--- src/rtl/wb_stage_pipe_if.sv ---
// Handshake and register-file write bundle for the writeback stage.
// The slave modport is the stage itself; master is whatever drives MEM results and observes writes.
interface wb_stage_pipe_if #(
    parameter int XLEN    = 32,
    parameter int RADDR_W = 5
);
    logic               in_valid;
    logic               in_ready;
    logic               in_regwrite;
    logic [RADDR_W-1:0] in_rd;
    logic [1:0]         in_wb_sel;
    logic [XLEN-1:0]    in_ex_result;
    logic [XLEN-1:0]    in_pc;
    logic [2:0]         in_ld_funct3;
    logic [2:0]         in_addr_lo;
    logic               mem_rsp_valid;
    logic [XLEN-1:0]    mem_rsp_data;
    logic               reg_write_enable;
    logic [RADDR_W-1:0] reg_write_addr;
    logic [XLEN-1:0]    reg_write_data;
    logic               busy;
    logic               mem_timeout_err;

    modport master (
        output in_valid, in_regwrite, in_rd, in_wb_sel, in_ex_result, in_pc,
               in_ld_funct3, in_addr_lo, mem_rsp_valid, mem_rsp_data,
        input  in_ready, reg_write_enable, reg_write_addr, reg_write_data,
               busy, mem_timeout_err
    );

    modport slave (
        input  in_valid, in_regwrite, in_rd, in_wb_sel, in_ex_result, in_pc,
               in_ld_funct3, in_addr_lo, mem_rsp_valid, mem_rsp_data,
        output in_ready, reg_write_enable, reg_write_addr, reg_write_data,
               busy, mem_timeout_err
    );
endinterface

--- src/rtl/wb_stage_pipe.sv ---
// Writeback stage: result select, sub-word load alignment, wait on the data-memory
// response with a watchdog, and a one-cycle register-file write pulse.
module wb_stage_pipe #(
    parameter int XLEN        = 32,
    parameter int PC_STEP     = 4,
    parameter int RADDR_W     = 5,
    parameter int MEM_TIMEOUT = 255
) (
    input  logic            clk,
    input  logic            rst_n,
    wb_stage_pipe_if.slave  bus
);
    localparam int BL = $clog2(XLEN / 8);
    localparam int CW = (MEM_TIMEOUT > 1) ? $clog2(MEM_TIMEOUT) : 1;

    typedef enum logic [0:0] {
        IDLE     = 1'b0,
        WAIT_MEM = 1'b1
    } state_e;

    state_e             state_q, state_d;
    logic [CW-1:0]      cnt_q, cnt_d;
    logic [RADDR_W-1:0] rd_q, rd_d;
    logic               regwrite_q, regwrite_d;
    logic [2:0]         funct3_q, funct3_d;
    logic [2:0]         addr_lo_q, addr_lo_d;
    logic               we_q, we_d;
    logic [RADDR_W-1:0] waddr_q, waddr_d;
    logic [XLEN-1:0]    wdata_q, wdata_d;
    logic               err_q, err_d;
    logic               ready_q, ready_d;
    logic               busy_q, busy_d;
    logic               accept_s;

    // Shift the addressed lane down to bit 0, then extend according to funct3.
    function automatic logic [XLEN-1:0] align_load(
        input logic [XLEN-1:0] raw,
        input logic [2:0]      f3,
        input logic [2:0]      lo
    );
        logic [XLEN-1:0] sh;
        logic [XLEN-1:0] res;
        logic [BL-1:0]   boff;
        logic [5:0]      wsh;
        boff = lo[BL-1:0];
        wsh  = (XLEN == 64) ? {lo[2], 5'b00000} : 6'd0;
        case (f3[1:0])
            2'b00:   sh = raw >> {boff, 3'b000};
            2'b01:   sh = raw >> {boff[BL-1:1], 4'b0000};
            2'b10:   sh = raw >> wsh;
            default: sh = raw;
        endcase
        case (f3)
            3'b000:  res = XLEN'(signed'(sh[7:0]));
            3'b100:  res = XLEN'(sh[7:0]);
            3'b001:  res = XLEN'(signed'(sh[15:0]));
            3'b101:  res = XLEN'(sh[15:0]);
            3'b010:  res = XLEN'(signed'(sh[31:0]));
            3'b110:  res = XLEN'(sh[31:0]);
            default: res = raw;
        endcase
        return res;
    endfunction

    assign accept_s = bus.in_valid & ready_q;

    // Next-state, capture and write-pulse logic.
    always_comb begin
        state_d    = state_q;
        cnt_d      = cnt_q;
        rd_d       = rd_q;
        regwrite_d = regwrite_q;
        funct3_d   = funct3_q;
        addr_lo_d  = addr_lo_q;
        we_d       = 1'b0;
        waddr_d    = waddr_q;
        wdata_d    = wdata_q;
        err_d      = err_q;
        case (state_q)
            IDLE: begin
                if (accept_s) begin
                    if (bus.in_wb_sel == 2'd1) begin
                        rd_d       = bus.in_rd;
                        regwrite_d = bus.in_regwrite;
                        funct3_d   = bus.in_ld_funct3;
                        addr_lo_d  = bus.in_addr_lo;
                        cnt_d      = '0;
                        state_d    = WAIT_MEM;
                    end else begin
                        we_d    = bus.in_regwrite & (bus.in_rd != '0);
                        waddr_d = bus.in_rd;
                        wdata_d = (bus.in_wb_sel == 2'd2) ? bus.in_pc + XLEN'(PC_STEP)
                                                          : bus.in_ex_result;
                    end
                end else begin
                    we_d = 1'b0;
                end
            end
            WAIT_MEM: begin
                // A response in the final allowed cycle still beats the watchdog.
                if (bus.mem_rsp_valid) begin
                    we_d    = regwrite_q & (rd_q != '0);
                    waddr_d = rd_q;
                    wdata_d = align_load(bus.mem_rsp_data, funct3_q, addr_lo_q);
                    state_d = IDLE;
                end else if (cnt_q == CW'(MEM_TIMEOUT - 1)) begin
                    err_d   = 1'b1;
                    state_d = IDLE;
                end else begin
                    cnt_d = cnt_q + CW'(1);
                end
            end
            default: begin
                state_d = IDLE;
            end
        endcase
        ready_d = (state_d == IDLE);
        busy_d  = (state_d == WAIT_MEM);
    end

    // State and output registers.
    always_ff @(posedge clk or negedge rst_n) begin
        if (!rst_n) begin
            state_q    <= IDLE;
            cnt_q      <= '0;
            rd_q       <= '0;
            regwrite_q <= 1'b0;
            funct3_q   <= 3'd0;
            addr_lo_q  <= 3'd0;
            we_q       <= 1'b0;
            waddr_q    <= '0;
            wdata_q    <= '0;
            err_q      <= 1'b0;
            ready_q    <= 1'b1;
            busy_q     <= 1'b0;
        end else begin
            state_q    <= state_d;
            cnt_q      <= cnt_d;
            rd_q       <= rd_d;
            regwrite_q <= regwrite_d;
            funct3_q   <= funct3_d;
            addr_lo_q  <= addr_lo_d;
            we_q       <= we_d;
            waddr_q    <= waddr_d;
            wdata_q    <= wdata_d;
            err_q      <= err_d;
            ready_q    <= ready_d;
            busy_q     <= busy_d;
        end
    end

    assign bus.in_ready         = ready_q;
    assign bus.reg_write_enable = we_q;
    assign bus.reg_write_addr   = waddr_q;
    assign bus.reg_write_data   = wdata_q;
    assign bus.busy             = busy_q;
    assign bus.mem_timeout_err  = err_q;
endmodule

--- src/flat_wrapper.sv ---
// flat-port wrapper written by rule: the top's interface ports become plain ports
module wb_stage_pipe_flat 
#(
    parameter int XLEN        = 32,
    parameter int PC_STEP     = 4,
    parameter int RADDR_W     = 5,
    parameter int MEM_TIMEOUT = 255
)
  (clk, rst_n, bus_in_valid, bus_in_regwrite, bus_in_rd, bus_in_wb_sel, bus_in_ex_result, bus_in_pc, bus_in_ld_funct3, bus_in_addr_lo, bus_mem_rsp_valid, bus_mem_rsp_data, bus_in_ready, bus_reg_write_enable, bus_reg_write_addr, bus_reg_write_data, bus_busy, bus_mem_timeout_err);
  wb_stage_pipe_if #(.XLEN(XLEN), .RADDR_W(RADDR_W)) bus_i ();
  input  logic clk;
  input  logic rst_n;
  input wire logic [$bits(bus_i.in_valid)-1:0] bus_in_valid;
  input wire logic [$bits(bus_i.in_regwrite)-1:0] bus_in_regwrite;
  input wire logic [$bits(bus_i.in_rd)-1:0] bus_in_rd;
  input wire logic [$bits(bus_i.in_wb_sel)-1:0] bus_in_wb_sel;
  input wire logic [$bits(bus_i.in_ex_result)-1:0] bus_in_ex_result;
  input wire logic [$bits(bus_i.in_pc)-1:0] bus_in_pc;
  input wire logic [$bits(bus_i.in_ld_funct3)-1:0] bus_in_ld_funct3;
  input wire logic [$bits(bus_i.in_addr_lo)-1:0] bus_in_addr_lo;
  input wire logic [$bits(bus_i.mem_rsp_valid)-1:0] bus_mem_rsp_valid;
  input wire logic [$bits(bus_i.mem_rsp_data)-1:0] bus_mem_rsp_data;
  output wire logic [$bits(bus_i.in_ready)-1:0] bus_in_ready;
  output wire logic [$bits(bus_i.reg_write_enable)-1:0] bus_reg_write_enable;
  output wire logic [$bits(bus_i.reg_write_addr)-1:0] bus_reg_write_addr;
  output wire logic [$bits(bus_i.reg_write_data)-1:0] bus_reg_write_data;
  output wire logic [$bits(bus_i.busy)-1:0] bus_busy;
  output wire logic [$bits(bus_i.mem_timeout_err)-1:0] bus_mem_timeout_err;
  assign bus_i.in_valid = bus_in_valid;
  assign bus_i.in_regwrite = bus_in_regwrite;
  assign bus_i.in_rd = bus_in_rd;
  assign bus_i.in_wb_sel = bus_in_wb_sel;
  assign bus_i.in_ex_result = bus_in_ex_result;
  assign bus_i.in_pc = bus_in_pc;
  assign bus_i.in_ld_funct3 = bus_in_ld_funct3;
  assign bus_i.in_addr_lo = bus_in_addr_lo;
  assign bus_i.mem_rsp_valid = bus_mem_rsp_valid;
  assign bus_i.mem_rsp_data = bus_mem_rsp_data;
  assign bus_in_ready = bus_i.in_ready;
  assign bus_reg_write_enable = bus_i.reg_write_enable;
  assign bus_reg_write_addr = bus_i.reg_write_addr;
  assign bus_reg_write_data = bus_i.reg_write_data;
  assign bus_busy = bus_i.busy;
  assign bus_mem_timeout_err = bus_i.mem_timeout_err;
  wb_stage_pipe #(.XLEN(XLEN), .PC_STEP(PC_STEP), .RADDR_W(RADDR_W), .MEM_TIMEOUT(MEM_TIMEOUT)) u_core (.clk(clk), .rst_n(rst_n), .bus(bus_i));
endmodule
--- config.mk ---
export PLATFORM = sky130hd
export DESIGN_NAME = wb_stage_pipe_flat
export DESIGN_NICKNAME = d
export VERILOG_FILES = /design/src/rtl/wb_stage_pipe_if.sv /design/src/rtl/wb_stage_pipe.sv /design/src/flat_wrapper.sv
export SDC_FILE = /design/constraint.sdc
export NUM_CORES = 1
export LEC_CHECK = 0
export ABC_AREA = 1
export CORE_ASPECT_RATIO = 0.7
export CORE_MARGIN = 2
export CORE_UTILIZATION = 48
export DETAILED_ROUTE_END_ITERATION = 10
export PLACE_DENSITY = 0.83
export SETUP_SLACK_MARGIN = 0.02
export SYNTH_ARGS = -nofsm -noshare
export SYNTH_HDL_FRONTEND = slang
export SYNTH_SLANG_ARGS = --single-unit
--- constraint.sdc ---
create_clock -name clk -period 1.8 [get_ports clk]
set_input_delay 0.27 -clock clk [delete_from_list [all_inputs] [get_ports clk]]
set_output_delay 0.27 -clock clk [all_outputs]
set_load 0.02 [all_outputs]
Word-level counts from Yosys, hierarchy flattened
Cells that the tools add are included.
{"block": "word_totals", "ff_bits": 60, "latchBits": 0, "mem_bits_rw": 0, "romBits": 0, "input_bits": 114, "output_inout_bits": 41, "elab_cells": 70, "n_memories": 0}
{"block": "op_classes", "n_addsub": 2, "mul": 0, "n_div": 0, "order_cmp": 0, "eq_ne": 15, "n_shift": 2, "muxes": 25, "bitwise": 6, "n_reduce_logical": 9}
{"cell": "32-bit one-hot mux with 5 select lines", "count": 1}
{"cell": "32-bit two-way mux", "count": 4}
{"cell": "32-bit one-hot mux with 2 select lines", "count": 2}
{"cell": "32-bit by 5-bit right shift with 32-bit output", "count": 2}
{"cell": "32-bit by 3-bit adder with 32-bit output (second input constant)", "count": 1}
{"cell": "8-bit two-way mux", "count": 4}
{"cell": "8-bit one-hot mux with 2 select lines", "count": 1}
{"cell": "5-bit two-way mux", "count": 3}
{"cell": "5-bit one-hot mux with 2 select lines", "count": 1}
{"cell": "5-bit nonzero test", "count": 2}
{"cell": "3-bit equality test (second input constant)", "count": 3}
{"cell": "3-bit AND reduction", "count": 3}
{"cell": "8-bit by 1-bit adder with 8-bit output (second input constant)", "count": 1}
{"cell": "8-bit equality test (second input constant)", "count": 1}
{"cell": "2-bit inequality test (second input constant)", "count": 4}
{"cell": "1-bit two-way mux", "count": 7}
{"cell": "2-bit by 1-bit equality test with 1-bit output (second input constant)", "count": 2}
{"cell": "2-bit by 1-bit inequality test with 1-bit output (second input constant)", "count": 2}
{"cell": "1-bit one-hot mux with 2 select lines", "count": 2}
{"cell": "4-bit AND reduction", "count": 1}
{"cell": "1-bit bitwise AND", "count": 3}
{"cell": "3-bit by 1-bit equality test with 1-bit output (second input constant)", "count": 1}
{"cell": "3-bit by 2-bit equality test with 1-bit output (second input constant)", "count": 1}
{"cell": "3-bit logical NOT", "count": 1}
{"cell": "other kinds (4)", "count": 6}

Longest topological paths before layout
{"block": "logic_depth", "word_depth": 5, "mapped_depth": 14, "depth_no_buf": 13}

Least setup slack after synthesis
OpenSTA, ideal clock, no wires.
{"block": "synth_timing", "kind": "flip-flop to flip-flop", "startpoint": "register u_core.state_q", "endpoint": "register u_core.cnt_q[4]", "setup_ns": 0.119, "t_arrival_ns": 1.571, "t_required_ns": 1.681, "setup_slack_ns": 0.110, "path_stages_with_launch": 11, "path_buffers": 1, "path_cell_list": "dfrtp_1 -> buf_4 -> inv_4 -> nand3_2 -> nor2_4 -> inv_2 -> nand2_2 -> nand2_1 -> o21ai_0 -> o21ai_0 -> o21a_1"}
{"block": "synth_between", "elab_chain_cells": 3}
{"item": "from (decl)", "line": "wb_stage_pipe.sv:21", "text": "state_e state_q, state_d;"}
{"item": "from (signal assigned)", "line": "wb_stage_pipe.sv:137", "text": "state_q <= state_d;"}
{"item": "1-bit NOT (no source line)"}
{"item": "2-bit by 1-bit inequality test with 1-bit output (no source line)"}
{"item": "4-bit AND reduction (no source line)"}
{"item": "to (signal assigned)", "line": "wb_stage_pipe.sv:138", "text": "cnt_q <= cnt_d;"}
{"item": "to (decl)", "line": "wb_stage_pipe.sv:22", "text": "logic [CW-1:0] cnt_q, cnt_d;"}
Several ways; a longest one is shown, not always the timed one.
A chain may end at the register's enable or synchronous reset.

Worst setup path in the final report
{"block": "layout_timing", "startpoint": "register u_core.funct3_q[1]", "endpoint": "register u_core.wdata_q[25], in the netlist u_core.bus.reg_write_data[25]"}
{"block": "layout_between", "elab_chain_cells": 5}
{"item": "from (decl)", "line": "wb_stage_pipe.sv:25", "text": "logic [2:0] funct3_q, funct3_d;"}
{"item": "from (signal assigned)", "line": "wb_stage_pipe.sv:141", "text": "funct3_q <= funct3_d;"}
{"item": "2-bit by 1-bit equality test with 1-bit output, or another cell as far along", "line": "wb_stage_pipe.sv:47", "text": "case (f3[1:0])"}
{"item": "32-bit one-hot mux with 2 select lines or 2-bit OR reduction (tied branches)"}
{"item": "32-bit one-hot mux with 5 select lines (*)", "line": "wb_stage_pipe.sv:53", "text": "case (f3)"}
{"item": "32-bit two-way mux (*)", "line": "wb_stage_pipe.sv:101", "text": "if (bus.mem_rsp_valid) begin"}
{"item": "32-bit one-hot mux with 2 select lines (*)", "line": "wb_stage_pipe.sv:79", "text": "case (state_q)"}
{"item": "to (signal assigned)", "line": "wb_stage_pipe.sv:145", "text": "wdata_q <= wdata_d;"}
{"item": "to (decl)", "line": "wb_stage_pipe.sv:29", "text": "logic [XLEN-1:0] wdata_q, wdata_d;"}
Every way passes the cells marked *; elsewhere a longest branch is shown, timed or not. The select of a mux whose other input is x is not followed.

==> metrics.md <==
| Metric | Value |
|---|---|
| Buf+Inv Stages, Crit Path | 3 |
| FP Rows | 30 |
| R2R depth | 9 |
| Worst slew margin | 55.4% |
| Worst Hold End | u_core.funct3_q[0] |
| Required time of the critical path | 2.06 ns |
| Mapped Area | 4860 sq um |
| Layout cells sized above 1 | 16.9% |
| Setup slack after layout | 0.0144 ns |
| Fmax | 0.560 GHz |
| Slew @ Worst Pin | 0.670 ns |
| Avg Vias per Cell | 5.74 |
| Cell variety after synth | 43 |
| Antenna-violating nets left | 0 |
| Hold path startpoint | bus_in_ld_funct3[0] |
| Router iterations before antenna repair | 8 |
| Core Area | 9760 sq um |
| Fillers | 701 |
| H-tree depth | 3 |
| First-pass GRT wire length | 31,000 um |
| # nets final | 1,123 |
| Via count | 6,537 |
| Clk Latency, worst-skew pair | 0.34 ns |
| FF-to-FF End | u_core.bus.reg_write_data[25] |
| WL met1 | 8910 um |
| Synth Warn # | 0 |
| Post-place setup slack | -0.363 ns |
| Area growth syn-to-layout | 58.0% |
| Lkg Pwr | 3.45 nW |
| N_diodes | 0 |
| Maximum clock insertion buffer count | 2 |
| Hold depth | 3 |
| Global Route Usage Sum | 36.3% |
| Flops & latches, synth | 60 |
| Max-Cap Viols | 0 |
| Outcome | complete, no violations |
| Sequential fraction of the synthesis area | 30.9% |
| Pwr dens | 974 nW/um^2 |
| CTS root buffer | clkbuf_16 |
| CP arrival | 2.05 ns |
| Hold crit path type | in2reg |
| Worst IR Drop VDD | 804 uV |
| Top Ports | 155 |
| Clock transition at path regs | 0.06 ns |
| Leading cell types in the layout, fill and taps excluded | 199 x nand2_1, 145 x nor2_1, 145 x clkdlybuf4s50_1 |
| Wire per inst | 18.2 um |
| Post-synth EDFFs | 0 |
| Final HPWL DP | 15,300 um |
| Syn Inst Count | 781 |
| Vias in the first global route | 5,830 |
| Detailed Route WL | 20,800 um |
| R2r setup slk | 0.01 ns |
| Final GP Congestion | 0.958 |
| Crit path max fanout | 25 |
| Crit path max-delay cell type | dfrtp_1 |
| CTS buffer count | 9 |
| Worst setup SP type | flop |
| Hold slack | 0.487 ns |
| Slew Viols, Final | 0 |
| CP dominant cell by count | nor2_4 |
| Syn Nets | 898 |
| Post-route DRC violation count | 0 |
| Iter 0 DRT Violations | 736 |
| Highest routed layer | met4 |
| Final cycle utilization of the critical path | 99.2% |
| Die W | 124 um |
| Largest net degree at the start of global routing | 41 |
| Syn Area/Cell | 6.22 sq um |
| Initial Utilization | 49.8% |
| Die H | 88.2 um |
| Initial antenna violation count | 0 |
| Setup violations, final | 0 |
| Cell chain of the critical path | buf_4 -> buf_12 -> nor2_4 -> inv_1 -> nor2_4 -> nand3_4 -> nand3_1 -> nand2_1 -> a21oi_1 |
| R2r startpoint | u_core.funct3_q[1] |
| Final Util | 78.6% |
| Synth Flop Type | dfrtp_1 |
| DR WL met3 | 2480 um |
| IO buf count | 153 |
| CTS tree | done |
| Ys async rst share | 100% |
| Tmin final | 1.79 ns |
| Cell family with most CP delay | simple AND/OR/NAND/NOR gates |
| RSZ-0062 raised after global routing | yes |
| Worst-case clock skew | 0.00700 ns |
| Total grt overflow | 0 |
| Setup CP Type | reg2reg |
| Die footprint | 11,000 sq um |
| CP endpoint kind | flop |
| Max incr delay on CP | 0.40 ns |
| Clk sink count | 60 |
| Endpoints failing hold | 0 |
| WL met2 | 8870 um |
| Most common cell after layout, fill and taps aside | nand2_1 |
metal layers:
metal / vias to the layer above / global-route usage (%)
li1: 3011 / -
met1: 3033 / 52.6
met5: - / 0
met4: 0 / 9.70
met2: 438 / 54.7
met3: 55 / 8.55
area by class of cell:
cell class / instances / area (sq um) / share of cell area (%)
multi-input cells: 635 / 3110 / 40.5
repair buffers: 250 / 2410 / 31.4
flip-flops and latches: 60 / 1510 / 19.6
clock buffers: 10 / 239 / 3.11
inverters: 50 / 193 / 2.51
well taps: 128 / 160 / 2.09
clock inverters: 6 / 63.8 / 0.832
synthesized netlist by cell type (3+ instances only):
cell / n / area share (%)
a21oi_1: 81 / 8.3
nor3_1: 9 / 0.93
o21ai_0: 60 / 6.2
clkbuf_1: 23 / 1.8
ha_1: 3 / 0.77
nand2_4: 4 / 0.93
a31oi_1: 10 / 1.3
nor2_1: 159 / 12
buf_2: 5 / 0.52
or2_2: 3 / 0.39
o211ai_1: 7 / 1.1
inv_2: 4 / 0.31
xor2_1: 5 / 0.90
nand3_1: 52 / 5.4
buf_6: 5 / 1.2
nand3_4: 3 / 1.1
buf_4: 3 / 0.46
nand3b_1: 10 / 1.5
dfrtp_1: 59 / 30
inv_1: 43 / 3.3
nand2_1: 203 / 16
timing repair:
item / 4_1_cts / 5_1_grt
gates cloned: 0 / 3
pin swaps: 1 / 10
endpoints found under the setup margin: 7 / 35
hold endpoints to repair: 24 / 0
gates resized for setup: 4 / 50
buffers inserted: 0 / 10
hold buffers: 1 / 0
worst min-delay path: stages:
cell and delay [ns]:
clkdlybuf4s50_1 0.40, nand2_1 0.07, nand2_1 0.05
where the power goes:
part | switching (mW) | leakage [nW] | total [mW] | internal (mW)
Combinational | 2.06 | 2.59 | 3.71 | 1.65
Sequential | 0.279 | 0.709 | 1.99 | 1.71
Clock | 0.668 | 0.144 | 1.77 | 1.11
through the flow:
stage	setup TNS, ns	cells	power [mW]	cell area, sq um
2_1_floorplan	0	781	3.73	4860
3_3_place_gp	-4.57	1109	5.15	7050
3_5_place_dp	-6.26	1109	5.25	7050
4_1_cts	0	1126	7.05	7370
5_1_grt	-0.236	1139	7.79	7670
6_report	0	1139	7.47	7670
cell families after synthesis:
logic type               after synthesis  synth area share [%]
AO/OA/AOI/OAI                        168                  18.8
XOR/XNOR                               7                  1.26
adder cells (fa/ha/maj)                3                 0.773
buffers and inverters                 88                  7.99
flip-flops                            60                  30.9
AND/OR/NAND/NOR                      455                  40.2
flip-flops by register name (all words and copies together), names as in the netlist, 2 cells and up:
register / flops
u_core.bus.reg_write_data: 32
u_core.cnt_q: 8
u_core.rd_q: 5
u_core.addr_lo_q: 2
u_core.bus.reg_write_addr: 5
u_core.funct3_q: 3
worst max-delay path by stage:
stage,from,to,cells past startpoint
after floorplan,u_core.state_q,u_core.cnt_q[4],10
after global placement,bus_in_pc[13],u_core.bus.reg_write_data[21],12
after detailed placement,bus_in_pc[2],u_core.bus.reg_write_data[31],11
after CTS,u_core.funct3_q[0],u_core.bus.reg_write_data[13],8
after global routing,u_core.funct3_q[1],u_core.bus.reg_write_data[15],11
final,u_core.funct3_q[1],u_core.bus.reg_write_data[25],9
(Power assumes the default switching activity.)
